### config.mk
export PLATFORM = sky130hd
export DESIGN_NAME = gray_ptr_sync
export DESIGN_NICKNAME = d
export VERILOG_FILES = /design/src/rtl/gray_ptr_sync.sv
export SDC_FILE = /design/constraint.sdc
export NUM_CORES = 1
export LEC_CHECK = 0
export CORE_MARGIN = 8
export CORE_UTILIZATION = 45
export DETAILED_ROUTE_END_ITERATION = 10
export PLACE_DENSITY = 0.79
export SYNTH_ARGS = -nofsm -noshare
export SYNTH_HDL_FRONTEND = slang
export SYNTH_SLANG_ARGS = --single-unit
### constraint.sdc
create_clock -name clk -period 2.65 [get_ports clk]
set_clock_uncertainty 0.05 [all_clocks]
set_input_delay 0.265 -clock clk [delete_from_list [all_inputs] [get_ports clk]]
set_output_delay 0.265 -clock clk [all_outputs]
set_load 0.01 [all_outputs]
### src/rtl/gray_ptr_sync.sv
// Destination-side Gray pointer crossing for an async FIFO: synchronise, convert to
// binary, report advance, fill distance, empty/full flag and sticky error flags.
module gray_ptr_sync #(
    parameter int LENGTH      = 8,
    parameter int SYNC_STAGES = 2,
    parameter int MODE        = 0
) (
    input  logic              clk,
    input  logic              rst_n,
    input  logic [LENGTH-1:0] gray_in,
    input  logic [LENGTH-1:0] local_ptr,
    input  logic              err_clr,
    output logic [LENGTH-1:0] remote_bin,
    output logic              adv,
    output logic [LENGTH-1:0] adv_cnt,
    output logic [LENGTH-1:0] diff,
    output logic              flag,
    output logic              gray_err,
    output logic              ptr_err
);

    if (LENGTH < 2 || LENGTH > 16) begin : g_bad_length
        $error("gray_ptr_sync: LENGTH must be in 2..16");
    end
    if (SYNC_STAGES < 2 || SYNC_STAGES > 4) begin : g_bad_sync
        $error("gray_ptr_sync: SYNC_STAGES must be in 2..4");
    end
    if (MODE < 0 || MODE > 1) begin : g_bad_mode
        $error("gray_ptr_sync: MODE must be 0 or 1");
    end

    localparam logic [LENGTH-1:0] HALF = {1'b1, {(LENGTH-1){1'b0}}};

    logic [LENGTH-1:0] sync_q [SYNC_STAGES];
    logic [LENGTH-1:0] s_gray;
    logic [LENGTH-1:0] s_prev_q;
    logic [LENGTH-1:0] remote_bin_q, remote_bin_d;
    logic              adv_q, adv_d;
    logic [LENGTH-1:0] adv_cnt_q, adv_cnt_d;
    logic              gray_err_q, gray_err_d;
    logic              ptr_err_q, ptr_err_d;
    logic [LENGTH-1:0] step;
    logic              gray_set;
    logic              ptr_set;

    // Plain flop chain; nothing may sit between stages.
    always_ff @(posedge clk or negedge rst_n) begin
        if (!rst_n) begin
            for (int i = 0; i < SYNC_STAGES; i++) begin
                sync_q[i] <= '0;
            end
        end else begin
            sync_q[0] <= gray_in;
            for (int i = 1; i < SYNC_STAGES; i++) begin
                sync_q[i] <= sync_q[i-1];
            end
        end
    end

    assign s_gray = sync_q[SYNC_STAGES-1];

    always_comb begin
        remote_bin_d = '0;
        remote_bin_d[LENGTH-1] = s_gray[LENGTH-1];
        for (int k = LENGTH - 2; k >= 0; k--) begin
            remote_bin_d[k] = remote_bin_d[k+1] ^ s_gray[k];
        end
    end

    if (MODE == 0) begin : g_read_side
        assign diff = remote_bin_q - local_ptr;
        assign flag = (diff == '0);
    end else begin : g_write_side
        assign diff = local_ptr - remote_bin_q;
        assign flag = (diff == HALF);
    end

    // More than one bit set in the step means an illegal Gray transition.
    assign step     = s_gray ^ s_prev_q;
    assign gray_set = (step & (step - LENGTH'(1))) != '0;
    assign ptr_set  = diff > HALF;

    always_comb begin
        adv_d      = (remote_bin_d != remote_bin_q);
        adv_cnt_d  = adv_d ? (remote_bin_d - remote_bin_q) : '0;
        gray_err_d = gray_set | (gray_err_q & ~err_clr);
        ptr_err_d  = ptr_set  | (ptr_err_q  & ~err_clr);
    end

    always_ff @(posedge clk or negedge rst_n) begin
        if (!rst_n) begin
            s_prev_q     <= '0;
            remote_bin_q <= '0;
            adv_q        <= 1'b0;
            adv_cnt_q    <= '0;
            gray_err_q   <= 1'b0;
            ptr_err_q    <= 1'b0;
        end else begin
            s_prev_q     <= s_gray;
            remote_bin_q <= remote_bin_d;
            adv_q        <= adv_d;
            adv_cnt_q    <= adv_cnt_d;
            gray_err_q   <= gray_err_d;
            ptr_err_q    <= ptr_err_d;
        end
    end

    assign remote_bin = remote_bin_q;
    assign adv        = adv_q;
    assign adv_cnt    = adv_cnt_q;
    assign gray_err   = gray_err_q;
    assign ptr_err    = ptr_err_q;

endmodule

==> metrics, run 1 <==
status finished with violations; failing checks negative setup slack; H-Tree Depth 2; num rows 25; TritonCTS Sinks 42; Routed Antenna Nets 0; clock-pin slew on the worst setup and hold paths ~0.080 ns; pre-CTS setup slack -0.557 ns; Final Wtd Congestion approximately 0.84; worst skew pair latency roughly 0.30 ns; DPL Wire Length 3.60 mm; reg2reg end adv_cnt[5]$_DFF_PN0_; GR Util All Layers 0.144; P_int about 1.9 mW; Buf/Inv on CP 1; capture point of the critical path adv_cnt[5]$_DFF_PN0_; n_diodes 0; Tot Pwr about 2.9 mW; Synth Instances 189; grt ovf 0; clock root cell clkbuf_8; Reg2Reg Depth 11; Filler cells 341; WL/cell 14.6 um; pin count of the biggest net entering global routing 43; commonest non-fill, non-tap cells in the layout dfrtp_1 (42), buf_4 (42), clkdlybuf4s50_1 (38); hold_buf cts 0; Worst Tran Pin Value roughly 0.9 ns; number of global-route vias before repair ~1800; post-synthesis net count between 200 and 250; Clock power frac 0.147; Yosys reg bits 42; initial antenna violation count 0; power per cell area 906 mW/mm^2; startpoint class of the critical path register; peak supply drop 0.000419 V; CTS buffer count 5; Comb pwr share 0.574; Tcrit/Tclk final 1.04; CORE AREA between 0.004 and 0.005 mm^2; Post-Syn Area 0.00211 mm^2; CP Launch Point s_gray[4]$_DFF_PN0_; Net Sw Power between 1 and 1.5 mW; Ys Warns 0; slowest cell delay on critical path 0.42 ns; sw frac 0.355; EDFF count, synth 0; vias approximately 1700; Worst path depth 11; critical path endpoint category register; critical path type register to register; CTS tree yes; Die Wd roughly 85 um; Critical Path AT approximately 2.9 ns; share of post-route cells with drive strength above 1 0.300; cell area after layout between 0.003 and 0.004 mm^2; Slew HR 0.401; drt first pass iters 4; Iteration-0 DRC Markers 64; Min-Delay Path Class input pin to async pin; final hold vios 0; Lkg Pwr between 1 and 1.5 nW; critical path, cell by cell xor2_2, xnor2_2, xor2_2, xnor2_2, inv_1, ha_4, nor2b_1, o21a_1, or2_4, a311oi_2, mux2i_1; Distinct cells, synth 42; critical path's top delay family XOR/XNOR gates; Peak Freq between 300 and 400 MHz; R2R Setup Slk -0.10 ns; first-pass GRT wire length roughly 8.4 mm; Max clock buf depth 2; CP max stage cell dfrtp_1; max_cap viols 0; Sequential Power Share 0.278; Routed Wire Length 4.91 mm; worst setup margin -0.104 ns; RSZ-0062 raised after global routing yes; fin. max-slew vios 0; fin nets ~320; Die Span Y 84.5 um; ys flop type dfrtp_1; CP Max Fanout 3; Vias/cell roughly 5; setup violators final 3; Area Overhead vs Synth 51.0%; Async SR Flop Fraction 1.00; Worst Path Required about 2.8 ns; Avg Synthesized Cell Area between 10 and 15 um^2; Die ar. roughly 0.007 mm^2; Remaining DRCs 0; Initial Util 0.456; Tmin final 2.75 ns; Port Buffers 46; dpl cell area ~0.0029 mm^2; sequential share of the synthesized area 0.497; Critical R2R Launch s_gray[4]$_DFF_PN0_; Ports between 40 and 50
-- sequential cells by signal, summed over array words and instances (netlist names) --
name / flops
s_prev_q: 7
ptr_err: 1
remote_bin: 8
adv_cnt: 8
gray_err: 1
adv: 1
sync_q: 8
s_gray: 8
-- kinds of logic after synthesis --
family,count (synthesis),share of synthesized area
DFF,42,0.497
muxes,2,0.00947
and+or+nand+nor,47,0.121
adders and majority gates,18,0.112
buffers and inverters,25,0.0462
AOI/OAI and AO/OA,30,0.0959
xor gates and xnor gates,25,0.118
-- repair_timing --
action                                  in CTS  in global routing
buffers inserted                             5                  2
pin swaps                                   10                 10
endpoints found under the setup margin      13                 11
resized for setup                           28                 13
-- worst min path at each step --
| stage | cells after the start | startpoint | slack (ns) | endpoint |
|---|---|---|---|---|
| floorplan | 0 | rst_n | -0.08 | adv$_DFF_PN0_ |
| finish | 1 | rst_n | 0.03 | s_prev_q[2]$_DFF_PN0_ |
| detailed placement | 0 | sync_q[8]$_DFF_PN0_ | 0.29 | s_gray[0]$_DFF_PN0_ |
| global route | 1 | rst_n | 0.10 | s_gray[4]$_DFF_PN0_ |
| global placement | 0 | sync_q[13]$_DFF_PN0_ | 0.28 | s_gray[5]$_DFF_PN0_ |
| CTS | 1 | rst_n | 0.07 | s_gray[4]$_DFF_PN0_ |
-- through the flow --
stage	TNS [ns]	hold slack, ns	std cells	util
2_1_floorplan	-0.473	-0.0806	189	-
3_3_place_gp	-1.65	0.282	322	0.626
3_5_place_dp	-2.23	0.286	322	0.626
4_1_cts	-0.311	0.0679	335	0.674
5_1_grt	-0.962	0.103	337	0.689
6_report	-0.184	0.0347	337	0.689
-- power groups by stage --
stage               registers (mW)  logic [mW]  clock network, mW
finish                       0.805        1.66              0.425
floorplan                    0.873       0.681                  0
global placement             0.811        1.45                  0
CTS                          0.806        1.60              0.438
detailed placement           0.814        1.48                  0
global route                 0.819        1.82              0.468
-- synth_stat cells, drive strengths merged, types with 2 or more instances --
cell type  number  share of area
ha             15          0.089
nand2           6          0.011
nor3b           2         0.0071
nor2b           5          0.015
fa              2          0.019
nor2            8          0.014
a21o            2         0.0071
o21ai           7          0.017
o21a            2         0.0071
xnor2          11          0.053
a21oi           5          0.012
nand2b          4          0.012
xor2           14          0.065
o22ai           2         0.0059
inv            23          0.041
dfrtp          42           0.50
mux2i           2         0.0095
or2             2         0.0059
or3             5          0.015
a311oi          2         0.0083
a211oi          3          0.011
nor3            7          0.017
nand3           2         0.0047
-- per-layer routing --
layer,vias up,global-route usage,wire (um)
li1,822,-,-
met5,-,0,0
met3,8,0.0439,237
met4,0,0.0599,74
met1,799,0.170,2140
met2,52,0.238,2460
-- layout make-up --
class                      instances  area [um^2]  area share
clock buffer                       5         68.8      0.0216
clock inverter                     3         25.0     0.00784
inverter                          23         86.3      0.0270
multi-input combinational        122         1130       0.354
sequential                        42         1050       0.329
tap                               54         67.6      0.0212
timing repair buffer              88          762       0.239
Power figures use the tool's default switching activity.
==> run 2, diff against run 1 <==
CORE_MARGIN = 2   (was 8)
SKIP_CTS_REPAIR_TIMING = 1   (was default)
SLEW_MARGIN = 40   (was default)
==> metrics, run 2 (same netlist as run 1, synthesis figures left out) <==
status finished with violations (unchanged); failing checks negative setup slack (unchanged); initial antenna violation count 0 (unchanged); TritonCTS Sinks 42 (unchanged); dpl cell area 0.00292 mm^2 (was 0.00290 mm^2); clock-pin slew on the worst setup and hold paths 0.08 ns (about the same); Area Overhead vs Synth 55.3% (was 51.0%); Lkg Pwr 1.54 nW (was 1.47 nW); pin count of the biggest net entering global routing 43 (unchanged); DPL Wire Length 3.49 mm (was 3.60 mm); Initial Util 0.476 (was 0.456); Critical Path AT 2.98 ns (was 2.93 ns); Worst Tran Pin Value 0.514 ns (was 0.899 ns); Worst Path Required 2.83 ns (about the same); startpoint class of the critical path register (unchanged); CTS tree yes (unchanged); peak supply drop 0.000723 V (was 0.000419 V); power per cell area 910 mW/mm^2 (was 906 mW/mm^2); Buf/Inv on CP 1 (unchanged); final hold vios 0 (unchanged); critical path endpoint category register (unchanged); Port Buffers 46 (unchanged); slowest cell delay on critical path 0.42 ns (about the same); Die Span Y 72.5 um (was 84.5 um); pre-CTS setup slack -0.536 ns (was -0.557 ns); clock root cell clkbuf_8 (unchanged); H-Tree Depth 2 (unchanged); commonest non-fill, non-tap cells in the layout buf_4 (48), dfrtp_1 (42), clkdlybuf4s50_1 (39) (was dfrtp_1 (42), buf_4 (42), clkdlybuf4s50_1 (38)); Die ar. 0.00526 mm^2 (was 0.00715 mm^2); critical path's top delay family XOR/XNOR gates (unchanged); Max clock buf depth 2 (unchanged); Remaining DRCs 0 (unchanged); Routed Antenna Nets 0 (unchanged); CP max stage cell dfrtp_1 (unchanged); number of global-route vias before repair 1648 (was 1827); Peak Freq 356 MHz (was 363 MHz); num rows 24 (was 25); Vias/cell 5.11 (was 4.99); WL/cell 15.2 um (was 14.6 um); grt ovf 0 (unchanged); Tmin final 2.81 ns (was 2.75 ns); Die Wd 72.5 um (was 84.5 um); fin util 0.738 (was 0.689); CTS buffer count 5 (unchanged); RSZ-0062 raised after global routing yes (unchanged); setup violators final 6 (was 3); fin. max-slew vios 0 (unchanged); Final Wtd Congestion 0.840 (unchanged); vias 1743 (was 1681); Filler cells 295 (was 341); cell area after layout 0.00328 mm^2 (was 0.00319 mm^2); n_diodes 0 (unchanged); Tot Pwr 2.99 mW (was 2.89 mW); max_cap viols 0 (unchanged); worst skew pair latency 0.30 ns (about the same); Iteration-0 DRC Markers 50 (was 64); Tcrit/Tclk final 1.06 (was 1.04); Min-Delay Path Class register to register (was input pin to async pin); Sum Neg Setup Slack -0.535 ns (was -0.184 ns); critical path type register to register (unchanged); critical path, cell by cell xor2_2, xnor2_2, xor2_2, xnor2_2, inv_1, ha_4, nor2b_1, o21a_1, or2_4, a311oi_2, mux2i_1 (unchanged); GR Util All Layers 0.185 (was 0.144); commonest non-fill, non-tap cell in the layout buf_4; share of post-route cells with drive strength above 1 0.311 (was 0.300); CP Max Fanout 4 (was 3); Slew HR 0.657 (was 0.401); Routed Wire Length 5.20 mm (was 4.91 mm); fin nets 324 (was 318); Ports 47 (unchanged); worst setup margin -0.158 ns (was -0.104 ns); first-pass GRT wire length 7.47 mm (was 8.38 mm); CORE AREA 0.00444 mm^2 (was 0.00463 mm^2); drt first pass iters 6 (was 4)
run 2: cell count changes in the layout (fill, tap and decap cells not counted), sizes merged:
cell,before,now
clkdlybuf4s50,38,39
dlygate4sd3,0,1
dlymetal6s2s,2,6
clkbuf,6,5
dlygate4sd2,3,0
buf,44,48
run 2: report_power, final:
group / switching (mW) / total, mW / internal [mW]
combinational: 0.778 / 1.75 / 0.976
clock: 0.232 / 0.422 / 0.190
sequential: 0.0532 / 0.810 / 0.757
total: 1.06 / 2.99 / 1.92
run 2: worst paths after layout:
check	from	end	slack, ns	depth (start not counted)
setup / recovery	s_gray[7]$_DFF_PN0_	adv_cnt[5]$_DFF_PN0_	-0.16	11
hold / removal	sync_q[12]$_DFF_PN0_	s_gray[4]$_DFF_PN0_	0.30	0
setup reg to reg	s_gray[7]$_DFF_PN0_	adv_cnt[5]$_DFF_PN0_	-0.16	11
hold reg to reg	sync_q[12]$_DFF_PN0_	s_gray[4]$_DFF_PN0_	0.30	0
max in group asynchronous	rst_n	s_prev_q[3]$_DFF_PN0_	1.76	2
min in group asynchronous	rst_n	adv_cnt[5]$_DFF_PN0_	0.42	2
run 2: routing by layer:
metal  up-vias  global-route usage  wire length (um)
li1        839                   -                 -
met1       846               0.233              2130
met2        46               0.305              2710
met3        12              0.0444               222
met4         0              0.0782               133
met5         -                   0                 0
run 2: area by class of cell:
| type | instances | area, um^2 | share of cell area |
|---|---|---|---|
| multi-input cells | 122 | 1150 | 0.350 |
| flip-flops and latches | 42 | 1050 | 0.320 |
| repair buffers | 94 | 836 | 0.255 |
| inverters | 23 | 86.3 | 0.0263 |
| clock buffers | 5 | 68.8 | 0.0210 |
| well taps | 52 | 65.1 | 0.0198 |
| clock inverters | 3 | 25.0 | 0.00762 |
run 2: stage by stage:
step	cells	hold slack (ns)
floorplan	189	-0.0806
CTS	331	-0.108
finish	341	0.302
detailed placement	323	0.227
global route	341	0.319
global placement	323	0.281
==> RTL edit 1: new RTL, settings of run 1 <==
Change the parameter `LENGTH` from 8 to 4.
--- a/src/rtl/gray_ptr_sync.sv
+++ b/src/rtl/gray_ptr_sync.sv
@@ -1,7 +1,7 @@
 // Destination-side Gray pointer crossing for an async FIFO: synchronise, convert to
 // binary, report advance, fill distance, empty/full flag and sticky error flags.
 module gray_ptr_sync #(
-    parameter int LENGTH      = 8,
+    parameter int LENGTH      = 4,
     parameter int SYNC_STAGES = 2,
     parameter int MODE        = 0
 ) (
Interface: changed (5 resized); port bits go from 47 to 27. No check against the original RTL was run, so the function may have changed too.
==> RTL edit 1 against run 1 <==
Non-clock buffer count is 58 lower. Worst setup slack better by 320 ps. Critical path depth is 5 lower. Synthesized area is 55% lower. Via count is 63% lower. Global-route usage is 4.8 points lower. Power is 65% lower. Sequential cell count is 20 lower. Sequential power is 49% lower. First-iteration DRC count is 86% lower. Clock power is 41% lower. Routed wire length is 66% lower. Synthesized cell count is 60% lower. Design area is 58% lower. Critical endpoint is now diff[2]. Largest power group is now registers.
==> RTL edit 1: results <==
[sta]
worst_pin_slew_ps = 354

[synthesis]
synth_top_area_share = 0.578
syn_nets = 94
syn_avg_cell_area_um2 = 12.7
synthXorXnorAreaFrac = 0.108
synth.top_cells.by_area = dfrtp_1 (58%), ha_1 (7.9%), inv_1 (5.1%)
synth_mux_area_frac = 0.0105
yosysSeqAreaShare = 0.578
synth_fa_ha_area_frac = 0.131

[placed_design]
placed_cells = 130
preCtsSetupSlack_ps = -113
place.gp.congestion = 0.719
postPlaceCellArea_um2 = 1260

[global_routing]
use_met2 = 0.159
grt_pass1_wl_mm = 2.68
groute.layer.met1.usage = 0.105
grt.total_usage = 0.0960
grt_max_degree = 23

[setup_path]
worstPathMaxFanout = 2
cp.arrival_ps = 2120

[layout]
fin_util = 0.673
fillerInstances = 149
drive_gt1_frac = 0.120

[detailed_routing]
drt-vias-per-instance = 4.64
routed_wl_mm = 1.68
drt_iter0_drc = 9
wl_met2_um = 796
wl_met3_um = 132
dr_total_vias = 627
met1_length_um = 711
first_pass_iters = 2

[power]
p_leak_nw = 0.629
vdd_drop_max_mv = 0.450

[cts]
cts_buffers = 3
htreeDepth = 1
cts-root-buf = clkbuf_4
clk_pin_slew_ps = 120

[status]
status = completed
-- RTL edit 1: cell types whose count changed in the layout (fill, tap and decap cells not counted), sizes merged, moves of 7 or more --
cell / change
xnor2: -7
clkdlybuf4s50: -14
o21ai: -7
inv: -11
buf: -40
dfrtp: -20
xor2: -8
ha: -9
-- RTL edit 1: cell families (layout without fill, tap and decap cells) --
kind of cell,Yosys count,in the layout
flip-flops,22,22
XOR/XNOR,10,10
buffers and inverters,14,47
AND/OR/NAND/NOR,12,12
multiplexers,1,1
AO/OA/AOI/OAI,7,7
adder cells (fa/ha/maj),9,9
-- RTL edit 1: cell type report --
class	count	share of cell area
multi-input cells	39	0.266
repair buffers	30	0.219
well taps	27	0.0253
clock buffers	3	0.0169
clock inverters	1	0.0225
flip-flops and latches	22	0.414
inverters	13	0.0366
-- RTL edit 1: critical path, stage by stage (launching register included) --
cell             delay (ps)
dfrtp_1                 390
inv_1                    50
ha_1                    160
inv_1                    60
fa_1                    370
xor2_1                  210
clkdlybuf4s50_1         580
-- RTL edit 1: where the power goes --
part,switching (mW),internal [mW]
clock network,0.0995,0.153
registers,0.0238,0.386
logic,0.152,0.197
-- RTL edit 1: repair_timing --
action | in CTS | in global routing
setup endpoints to repair | 1 | 1
pin swaps | 1 | 0
resized for setup | 2 | 3
buffers inserted | 1 | 0
-- RTL edit 1: path summary, 6_finish.rpt --
check / slack (ps) / start / cells after the start / to
worst max-delay path: 210 / remote_bin[0] / 6 / diff[2]
worst min-delay path: 230 / rst_n / 2 / adv_cnt[3]
worst min register to register: 310 / sync_q[7] / 0 / s_gray[3]
min in group clk: 310 / sync_q[7] / 0 / s_gray[3]
worst max register to register: 630 / s_gray[3] / 8 / adv_cnt[3]
max in group asynchronous: 2100 / rst_n / 2 / remote_bin[1]
==> RTL edit 2: new RTL, settings of run 1 <==
Without the edit above. Register the output `adv_cnt` once more, without a reset; this adds one clock of latency there. The other outputs are not delayed to match.
--- a/src/rtl/gray_ptr_sync.sv
+++ b/src/rtl/gray_ptr_sync.sv
@@ -107,7 +107,9 @@
 
     assign remote_bin = remote_bin_q;
     assign adv        = adv_q;
-    assign adv_cnt    = adv_cnt_q;
+    always_ff @(posedge clk) begin
+        adv_cnt <= adv_cnt_q;
+    end
     assign gray_err   = gray_err_q;
     assign ptr_err    = ptr_err_q;
 
Check against the original RTL: not equivalent (a bounded check fails within 4 cycles, from zero or initial values and one cycle with rst_n low).
==> RTL edit 2 against run 1 <==
Worst setup slack worse by 46 ps. Clock power is 32% higher. Via count is 8.4% higher. Highest routed layer unchanged. Synthesized area is 7.6% higher. Design area is 9.0% higher. Sequential cell count is 8 higher. Routed wire length is 13% higher. Power is 18% higher. Worst hold slack worse by 4.8 ps. Largest power group unchanged. Critical endpoint is now adv_cnt_q[5]. Die area is 6.1% higher. The run still ends with negative setup slack left. Cell count is 8.0% higher.
==> RTL edit 2: results <==
[status]
status = finished with violations
violations = negative setup slack

[layout]
drive_gt1_frac = 0.316
fillerInstances = 344
nNetsFinal = 329

[power]
vdd_drop_max_mv = 0.503
p_leak_nw = 1.57
p_sw_frac = 0.337

[global_routing]
grt.total_usage = 0.136
grt_pass1_wl_mm = 7.95
grtUsageMet3 = 0.0311
use_met2 = 0.241
grt_antenna_before_repair = 0
groute.layer.met1.usage = 0.146
grt_max_degree = 43
grt_pass1_vias = 1752

[setup_path]
cp.arrival_ps = 2980

[detailed_routing]
first_pass_iters = 4
drt-vias-per-instance = 5.01
drt_iter0_drc = 93
avgRoutedWirePerCell_um = 15.2
ant_nets = 0

[synthesis]
synthDistinctLibCells = 43
yosysSeqAreaShare = 0.533
synth.top_cells.by_area = dfrtp_1 (46%), ha_1 (8.3%), dfxtp_1 (7.0%)
synth-async-reset-ratio = 0.840
syn_nets = 233

[placed_design]
place.port_buffers = 46
dpl.hpwl_mm = 3.72
place.gp.congestion = 0.848
postPlaceCellArea_um2 = 3060

[sta]
setup_viol = 5
post-route-worst-setup-slack_ps = -150
slew_headroom = 0.395

[cts]
clk-insertion-delay-late_ps = 300
clk_pin_slew_ps = 90
clock_path_buffers = 2
cts_buffers = 5
cts-root-buf = clkbuf_8
==> RTL edit 2: cell types whose count changed in the layout (fill, tap and decap cells not counted), sizes merged <==
cell	before	now
bufinv	0	1
clkdlybuf4s50	38	37
clkinvlp	1	0
buf	44	47
dfxtp	0	8
clkbuf	6	7
clkinv	1	0
dlymetal6s2s	2	3
==> RTL edit 2: layer usage <==
metal	vias up	routed length, µm
met1	883	2130
met5	-	0
met4	0	243
met2	66	2910
li1	850	-
met3	24	262
==> RTL edit 2: timing repair <==
item	4_1_cts	5_1_grt
pin swaps	10	18
setup buffers	5	8
setup endpoints to repair	11	11
gates resized for setup	25	27
==> RTL edit 2: power by group through the flow <==
stage	Clock, mW	Sequential, mW	Combinational (mW)
final	0.560	1.00	1.85
after global routing	0.609	1.02	1.98
after detailed placement	0	1.02	1.49
after global placement	0	1.01	1.45
after CTS	0.573	1.01	1.58
after floorplan	0	1.07	0.681
==> RTL edit 2: per-stage QoR <==
step | TNS [ps] | utilization | setup WS [ps] | power [mW] | cells
after floorplan | -473 | - | -161 | 1.75 | 197
after global placement | -1560 | 0.614 | -470 | 2.46 | 343
final | -408 | 0.699 | -150 | 3.41 | 364
after CTS | -300 | 0.660 | -142 | 3.16 | 356
after detailed placement | -2000 | 0.614 | -508 | 2.51 | 343
after global routing | -1540 | 0.699 | -303 | 3.62 | 364
==> RTL edit 2: cell families after synthesis <==
kind of cell             after synthesis  synth area share
XOR/XNOR                              25             0.110
AND/OR/NAND/NOR                       47             0.112
flip-flops                            50             0.533
adder cells (fa/ha/maj)               18             0.105
AO/OA/AOI/OAI                         30            0.0892
buffers and inverters                 25            0.0429
multiplexers                           2           0.00881
==> RTL edit 2: area by class of cell <==
class | count | area share
Timing Repair Buffer | 91 | 0.227
Tap cell | 70 | 0.0252
Inverter | 23 | 0.0248
Clock buffer | 6 | 0.0237
Sequential cell | 50 | 0.348
Clock inverter | 2 | 0.0112
Multi-Input combinational cell | 122 | 0.340
==> RTL edit 2: final timing paths <==
path / start / endpoint / slack, ps / depth (start not counted)
worst max-delay path: s_gray[6] / adv_cnt_q[5] / -150 / 11
worst min-delay path: rst_n / s_prev_q[3] / 30 / 1
worst max register to register: s_gray[6] / adv_cnt_q[5] / -150 / 11
worst min register to register: adv_cnt_q[2] / adv_cnt[2] / 290 / 0
max in group asynchronous: rst_n / adv_cnt_q[1] / 1950 / 1
min in group clk: adv_cnt_q[2] / adv_cnt[2] / 290 / 0
==> RTL edit 2: critical path, stage by stage, from the launching register on <==
cell      delay [ps]
dfrtp_1          420
xor2_2           210
xnor2_2          220
xor2_2           240
xnor2_2          170
xor2_1           240
ha_1             190
nor2b_1           40
o21a_1           180
or2_4            250
a311oi_2         300
mux2i_1          210
